==> config.mk <==
export PLATFORM = sky130hd
export DESIGN_NAME = csi_uport_init_seq
export DESIGN_NICKNAME = d
export VERILOG_FILES = /design/src/rtl/csi_uport_init_seq.sv
export SDC_FILE = /design/constraint.sdc
export NUM_CORES = 1
export LEC_CHECK = 0
export ABC_AREA = 1
export BUFFER_PORTS_ARGS = -buffer_cell sky130_fd_sc_hd__buf_4
export CORE_MARGIN = 5
export CORE_UTILIZATION = 54
export DETAILED_ROUTE_END_ITERATION = 16
export PLACE_DENSITY = 0.87
export SLEW_MARGIN = 20
export SYNTH_ARGS = -nofsm -noshare
export SYNTH_HDL_FRONTEND = slang
export SYNTH_SLANG_ARGS = --single-unit
==> constraint.sdc <==
create_clock -name aclk -period 3.4 [get_ports aclk]
set_input_delay 0.68 -clock aclk [delete_from_list [all_inputs] [get_ports aclk]]
set_output_delay 0.68 -clock aclk [all_outputs]
set_load 0.01 [all_outputs]
==> src/rtl/csi_uport_init_seq.sv <==
// csi_uport_init_seq: command-driven register init sequencer with an AXI4-Lite master.
// Ports:
//   aclk, aresetn                      clock, async active-low reset
//   cmd_valid/cmd_ready, cmd_op        command handshake; op 00 WRITE, 01 POLL, 10 WAIT, 11 illegal
//   cmd_addr/cmd_data/cmd_mask         register offset, write data or wait count, poll mask
//   aw*/w*/b*/ar*/r*                   AXI4-Lite master channels (one transaction at a time)
//   busy                               high while the sequencer is not idle
//   err_valid/err_code/err_sticky      error pulse, held code (01 resp, 10 timeout, 11 op), sticky flag
//   last_rdata                         data of the most recent completed read
module csi_uport_init_seq #(
  parameter logic [31:0] BASE_ADDR  = 32'h00A00000,
  parameter int unsigned POLL_MAX   = 1024,
  parameter int unsigned GAP_CYCLES = 50
) (
  input  logic        aclk,
  input  logic        aresetn,
  input  logic        cmd_valid,
  output logic        cmd_ready,
  input  logic [1:0]  cmd_op,
  input  logic [31:0] cmd_addr,
  input  logic [31:0] cmd_data,
  input  logic [31:0] cmd_mask,
  output logic        awvalid,
  input  logic        awready,
  output logic [31:0] awaddr,
  output logic [2:0]  awprot,
  output logic        wvalid,
  input  logic        wready,
  output logic [31:0] wdata,
  output logic [3:0]  wstrb,
  input  logic        bvalid,
  output logic        bready,
  input  logic [1:0]  bresp,
  output logic        arvalid,
  input  logic        arready,
  output logic [31:0] araddr,
  output logic [2:0]  arprot,
  input  logic        rvalid,
  output logic        rready,
  input  logic [31:0] rdata,
  input  logic [1:0]  rresp,
  output logic        busy,
  output logic        err_valid,
  output logic [1:0]  err_code,
  output logic        err_sticky,
  output logic [31:0] last_rdata
);

  localparam int unsigned CW = 32;

  localparam logic [1:0] OP_WRITE = 2'b00;
  localparam logic [1:0] OP_POLL  = 2'b01;
  localparam logic [1:0] OP_WAIT  = 2'b10;

  localparam logic [1:0] ERR_RESP    = 2'b01;
  localparam logic [1:0] ERR_TIMEOUT = 2'b10;
  localparam logic [1:0] ERR_OP      = 2'b11;

  typedef enum logic [2:0] {
    S_IDLE, S_WR, S_WR_RESP, S_RD_ADDR, S_RD_DATA, S_WAIT, S_GAP
  } state_e;

  state_e         state_q, state_d;
  logic [CW-1:0]  cnt_q, cnt_d;
  logic [CW-1:0]  poll_q, poll_d;
  logic [31:0]    addr_q, addr_d;
  logic [31:0]    data_q, data_d;
  logic [31:0]    mask_q, mask_d;
  logic           cmd_ready_q, cmd_ready_d;
  logic           awvalid_q, awvalid_d;
  logic           wvalid_q, wvalid_d;
  logic           bready_q, bready_d;
  logic           arvalid_q, arvalid_d;
  logic           rready_q, rready_d;
  logic           busy_q, busy_d;
  logic           err_valid_q, err_valid_d;
  logic [1:0]     err_code_q, err_code_d;
  logic           err_sticky_q, err_sticky_d;
  logic [31:0]    last_rdata_q, last_rdata_d;

  logic aw_hs, w_hs;

  assign aw_hs = awvalid_q && awready;
  assign w_hs  = wvalid_q && wready;

  // Next-state and registered-output computation.
  always_comb begin
    state_d      = state_q;
    cnt_d        = cnt_q;
    poll_d       = poll_q;
    addr_d       = addr_q;
    data_d       = data_q;
    mask_d       = mask_q;
    awvalid_d    = awvalid_q;
    wvalid_d     = wvalid_q;
    bready_d     = bready_q;
    arvalid_d    = arvalid_q;
    rready_d     = rready_q;
    err_valid_d  = 1'b0;
    err_code_d   = err_code_q;
    last_rdata_d = last_rdata_q;

    case (state_q)
      S_IDLE: begin
        if (cmd_valid && cmd_ready_q) begin
          addr_d = BASE_ADDR + cmd_addr;
          data_d = cmd_data;
          mask_d = cmd_mask;
          cnt_d  = '0;
          poll_d = '0;
          case (cmd_op)
            OP_WRITE: begin
              state_d   = S_WR;
              awvalid_d = 1'b1;
              wvalid_d  = 1'b1;
            end
            OP_POLL: begin
              state_d   = S_RD_ADDR;
              arvalid_d = 1'b1;
            end
            OP_WAIT: state_d = S_WAIT;
            default: begin
              err_valid_d = 1'b1;
              err_code_d  = ERR_OP;
            end
          endcase
        end
      end
      S_WR: begin
        if (aw_hs) awvalid_d = 1'b0;
        if (w_hs)  wvalid_d  = 1'b0;
        // Leave once each channel has either already finished or finishes now.
        if ((!awvalid_q || aw_hs) && (!wvalid_q || w_hs)) begin
          state_d  = S_WR_RESP;
          bready_d = 1'b1;
        end
      end
      S_WR_RESP: begin
        if (bvalid) begin
          bready_d = 1'b0;
          state_d  = S_GAP;
          cnt_d    = '0;
          if (bresp != 2'b00) begin
            err_valid_d = 1'b1;
            err_code_d  = ERR_RESP;
          end
        end
      end
      S_RD_ADDR: begin
        if (arready) begin
          arvalid_d = 1'b0;
          rready_d  = 1'b1;
          state_d   = S_RD_DATA;
        end
      end
      S_RD_DATA: begin
        if (rvalid) begin
          rready_d     = 1'b0;
          last_rdata_d = rdata;
          poll_d       = poll_q + CW'(1);
          if (rresp != 2'b00) begin
            err_valid_d = 1'b1;
            err_code_d  = ERR_RESP;
          end
          if ((rdata & mask_q) == 32'd0) begin
            state_d = S_GAP;
            cnt_d   = '0;
          end else if ((poll_q + CW'(1)) >= CW'(POLL_MAX)) begin
            // Timeout takes precedence over a bad response on the same read.
            err_valid_d = 1'b1;
            err_code_d  = ERR_TIMEOUT;
            state_d     = S_GAP;
            cnt_d       = '0;
          end else begin
            arvalid_d = 1'b1;
            state_d   = S_RD_ADDR;
          end
        end
      end
      S_WAIT: begin
        // A count of 0 still spends one cycle here.
        if ((cnt_q + CW'(1)) >= CW'(data_q[15:0])) state_d = S_IDLE;
        else                                       cnt_d   = cnt_q + CW'(1);
      end
      S_GAP: begin
        if ((cnt_q + CW'(1)) >= CW'(GAP_CYCLES)) state_d = S_IDLE;
        else                                     cnt_d   = cnt_q + CW'(1);
      end
      default: state_d = S_IDLE;
    endcase

    cmd_ready_d  = (state_d == S_IDLE);
    busy_d       = (state_d != S_IDLE);
    err_sticky_d = err_sticky_q | err_valid_d;
  end

  // State and output registers.
  always_ff @(posedge aclk or negedge aresetn) begin
    if (!aresetn) begin
      state_q      <= S_IDLE;
      cnt_q        <= '0;
      poll_q       <= '0;
      addr_q       <= '0;
      data_q       <= '0;
      mask_q       <= '0;
      cmd_ready_q  <= 1'b0;
      awvalid_q    <= 1'b0;
      wvalid_q     <= 1'b0;
      bready_q     <= 1'b0;
      arvalid_q    <= 1'b0;
      rready_q     <= 1'b0;
      busy_q       <= 1'b0;
      err_valid_q  <= 1'b0;
      err_code_q   <= 2'b00;
      err_sticky_q <= 1'b0;
      last_rdata_q <= '0;
    end else begin
      state_q      <= state_d;
      cnt_q        <= cnt_d;
      poll_q       <= poll_d;
      addr_q       <= addr_d;
      data_q       <= data_d;
      mask_q       <= mask_d;
      cmd_ready_q  <= cmd_ready_d;
      awvalid_q    <= awvalid_d;
      wvalid_q     <= wvalid_d;
      bready_q     <= bready_d;
      arvalid_q    <= arvalid_d;
      rready_q     <= rready_d;
      busy_q       <= busy_d;
      err_valid_q  <= err_valid_d;
      err_code_q   <= err_code_d;
      err_sticky_q <= err_sticky_d;
      last_rdata_q <= last_rdata_d;
    end
  end

  assign cmd_ready  = cmd_ready_q;
  assign awvalid    = awvalid_q;
  assign awaddr     = addr_q;
  assign awprot     = 3'b000;
  assign wvalid     = wvalid_q;
  assign wdata      = data_q;
  assign wstrb      = 4'hF;
  assign bready     = bready_q;
  assign arvalid    = arvalid_q;
  assign araddr     = addr_q;
  assign arprot     = 3'b000;
  assign rready     = rready_q;
  assign busy       = busy_q;
  assign err_valid  = err_valid_q;
  assign err_code   = err_code_q;
  assign err_sticky = err_sticky_q;
  assign last_rdata = last_rdata_q;

endmodule

==> impl_metrics.env <==
export IMPL_num_vias=11100
export IMPL_tightest_slew_ps=662
export IMPL_dp_hpwl_mm=25.7
export IMPL_leakage_nw=7.53
export IMPL_maxSlewHeadroom_pct=55.9
export IMPL_reg2reg_depth=16
export IMPL_gp_congestion=0.975
export IMPL_io_buffer_count=280
export IMPL_clkTransAtPathRegs_ps=60
export IMPL_core_mm2=0.0203
export IMPL_die_x_um=154
export IMPL_vdd_ir_drop_max_mv=0.668
export IMPL_r2r_end="cnt_q[17]$_DFFE_PN0P_"
export IMPL_drive_gt1_share_pct=20.2
export IMPL_cts_buffer_depth=3
export IMPL_p_sw_mw=4.53
export IMPL_finalCritPeriodShare_pct=90.5
export IMPL_sequentialPowerShare_pct=35.1
export IMPL_cts_tree="yes"
export IMPL_cts_root_buffer="clkbuf_16"
export IMPL_fin_cells=2093
export IMPL_yosysTopAreaCell="dfrtp_1"
export IMPL_fin_nets=1966
export IMPL_synth_area_top_cells="dfrtp_1 46%, nand2_1 23%, nor2_1 5.5%"
export IMPL_required_ps=3790
export IMPL_fmaxAchievable_ghz=0.325
export IMPL_p_per_area_mw_per_mm2=806
export IMPL_hp_class="input port to async pin"
export IMPL_power_frac_comb_pct=41.0
export IMPL_clock_latency_ps=530
export IMPL_vias_per_cell=5.29
export IMPL_rsz0062_at_grt="no"
export IMPL_ys_ff_latch=206
export IMPL_worstSetupEndpointType="flip-flop"
export IMPL_startpoint_type="flip-flop"
export IMPL_syn_to_final_growth_pct=26.7
export IMPL_multi_input_area_mm2=0.00505
export IMPL_rr_startpoint="cnt_q[0]$_DFFE_PN0P_"
export IMPL_syn_area_mm2=0.0112
export IMPL_setup_viol=0
export IMPL_drtPass1Iterations=6
export IMPL_drtIter0Drc=847
export IMPL_endpoint="cnt_q[17]$_DFFE_PN0P_"
export IMPL_hold_buffers=0
export IMPL_io_pins=291
export IMPL_netSwitchingFraction_pct=39.6
export IMPL_cts_sinks=206
export IMPL_slew_viol_final=0
export IMPL_routed_wl_mm=34.5
export IMPL_min_period_ps=3080
export IMPL_antenna_found_initial=2
export IMPL_total_power_mw=11.4
export IMPL_htree_levels=1
export IMPL_postCtsSetupBuffers=0
export IMPL_status="completed"
export IMPL_r2r_slack_ps=320
export IMPL_crit_type="flip-flop to flip-flop"
export IMPL_finalHoldViolations=0
export IMPL_drcViolationCount=0
export IMPL_drtAntennaViolNets=0
export IMPL_p_int_mw=6.90
export IMPL_synth_cells=1558
export IMPL_place_inst=2049
export IMPL_grt_pass1_wl_mm=55.7
export IMPL_cp_max_fo=18
export IMPL_ys_warn_count=0
export IMPL_fillers=1638
export IMPL_drt_wirelength_per_cell_um=16.5
export IMPL_grt_max_degree=90
export IMPL_netlist_area_leader_share_pct=46.0
export IMPL_tns_ps=0
export IMPL_grt_overflow=0
export IMPL_grt_total_usage_pct=28.5
export IMPL_post_dp_cell_area_mm2=0.0133
export IMPL_synth_distinct_cells=41
export IMPL_timing_max_cap_violations=0
export IMPL_cp_arrival_ps=3470
export IMPL_avgSynthCellArea_um2=7.19
export IMPL_clock_skew_ps=10.5
export IMPL_fp_dieH_um=154
export IMPL_final_area_mm2=0.0142
export IMPL_row_count=52
export IMPL_crit_start="cnt_q[0]$_DFFE_PN0P_"
export IMPL_register_area_mm2=0.00515
export IMPL_first_global_vias=11000
export IMPL_dieArea_mm2=0.0237
export IMPL_cts_buffers_inserted=23
export IMPL_p_clk_share_pct=23.8
export IMPL_ys_seq_area_share_pct=46.0
export IMPL_start_util_pct=55.2
-- metrics by stage --
stage               hold slack (ps)  utilization, %  setup slack [ps]
CTS                             223            69.8               246
global placement                452            65.7               422
finish                          204            69.9               323
floorplan                       384               -               634
global route                    261            69.9              43.3
detailed placement              458            65.7               335
-- synthesized netlist by cell type --
master	instances
or2_1	1
a31oi_1	2
nor4_1	2
nor2_2	12
o31ai_1	4
and2_1	4
inv_2	3
a211oi_1	2
buf_2	1
a221oi_1	4
nand3_4	1
o21bai_1	18
o21ai_0	43
o21a_1	1
xor2_1	12
buf_1	4
buf_4	44
nand2_1	683
clkbuf_1	28
nand3b_1	2
inv_1	145
o211a_1	1
buf_6	3
a21oi_1	27
nor2_8	1
nor3_1	7
nor2_1	163
dfrtp_1	206
a21oi_2	1
or2_2	2
conb_1	2
o22ai_1	18
nand3_1	53
nand3_2	1
nor2_4	6
nand4_1	22
ha_1	19
o21ai_1	3
nand2_2	4
a22oi_1	2
clkinv_1	1
-- sequential cells by signal, summed over array words and instances, names as in the netlist, 2 cells and up --
register / flops
poll_q: 32
cnt_q: 32
last_rdata: 32
wdata: 32
mask_q: 32
err_code: 2
araddr: 32
state_q: 3
-- critical path, stage by stage (launching register included) --
cell and delay, ps:
dfrtp_1 450, ha_1 270, nand3_2 120, inv_1 170, nand3_1 160, inv_1 130
nand2_1 60, nand2_1 60, nand2_1 50, nor2_1 110, nand2_1 80, nor2_2 210
nand3_1 110, nand2_1 110, nand3_4 270, nor2_4 470, nor2_1 90
-- worst min path at each step --
stage	from	slack (ps)	end	depth (start not counted)
final	aresetn	200	last_rdata[2]$_DFFE_PN0P_	1
after detailed placement	mask_q[23]$_DFFE_PN0P_	460	mask_q[23]$_DFFE_PN0P_	2
after floorplan	aresetn	380	araddr[0]$_DFFE_PN0P_	0
after global routing	aresetn	260	last_rdata[16]$_DFFE_PN0P_	1
after CTS	aresetn	220	last_rdata[16]$_DFFE_PN0P_	1
after global placement	err_sticky$_DFF_PN0_	450	err_sticky$_DFF_PN0_	1
-- routing by layer --
| metal | track usage [%] | vias to the layer above | part of all wire [%] |
|---|---|---|---|
| met3 | 5.87 | 96 | 8.0 |
| met1 | 35.1 | 5208 | 38 |
| met4 | 11.0 | 2 | 4.1 |
| li1 | - | 5295 | - |
| met2 | 49.1 | 466 | 50 |
| met5 | 0 | - | 0.058 |
-- area by class of cell --
class,instances,area share (%)
Antenna cell,1,0.0176
Clock buffer,34,4.98
Clock inverter,8,0.935
Inverter,149,3.94
Multi-Input combinational cell,1132,35.6
Sequential cell,206,36.3
Tap cell,270,2.38
Timing Repair Buffer,293,15.8
-- power groups by stage --
stage | combinational (mW) | clock, mW | sequential, mW
2_1_floorplan | 2.54 | 0 | 4.15
3_3_place_gp | 4.50 | 0 | 3.99
3_5_place_dp | 4.63 | 0 | 4.01
4_1_cts | 4.67 | 2.74 | 4.00
5_1_grt | 5.16 | 2.86 | 4.13
6_report | 4.69 | 2.73 | 4.01
-- logic make-up (layout without fill, tap and decap cells) --
group	Yosys count	after routing	synth area share [%]
xor+xnor	12	12	0.938
flops	206	206	46.0
other cells	2	11	0.0670
fa+ha+maj	19	19	2.12
compound gates	126	126	6.67
simple gates	964	965	34.8
buf+inv	229	484	9.36
-- cell usage in the layout (no fill, tap or decap), types with 3 or more instances in the layout --
master     netlist  final
a21oi_1         27     27
a221oi_1         4      4
and2_1           4      4
buf_12           0      3
buf_4           44    289
bufinv_16        0      3
clkbuf_16        0     23
clkbuf_8         0     10
clkinv_2         0      3
conb_1           2     10
dfrtp_1        206    206
ha_1            19     19
inv_1          145    144
inv_2            3      4
nand2_1        683    683
nand2_2          4      4
nand3_1         53     53
nand4_1         22     22
nor2_1         163    161
nor2_2          12     12
nor2_4           6      9
nor3_1           7      7
o21ai_0         43     43
o21ai_1          3      3
o21bai_1        18     18
o22ai_1         18     18
o31ai_1          4      4
xor2_1          12     12
-- what timing repair did --
| action | CTS | global route |
|---|---|---|
| resized for setup | 0 | 1 |
| endpoints found under the setup margin | 0 | 11 |
| endpoints found under the hold margin | 0 | 0 |
Note: power is estimated with default switching activity, not from simulation.
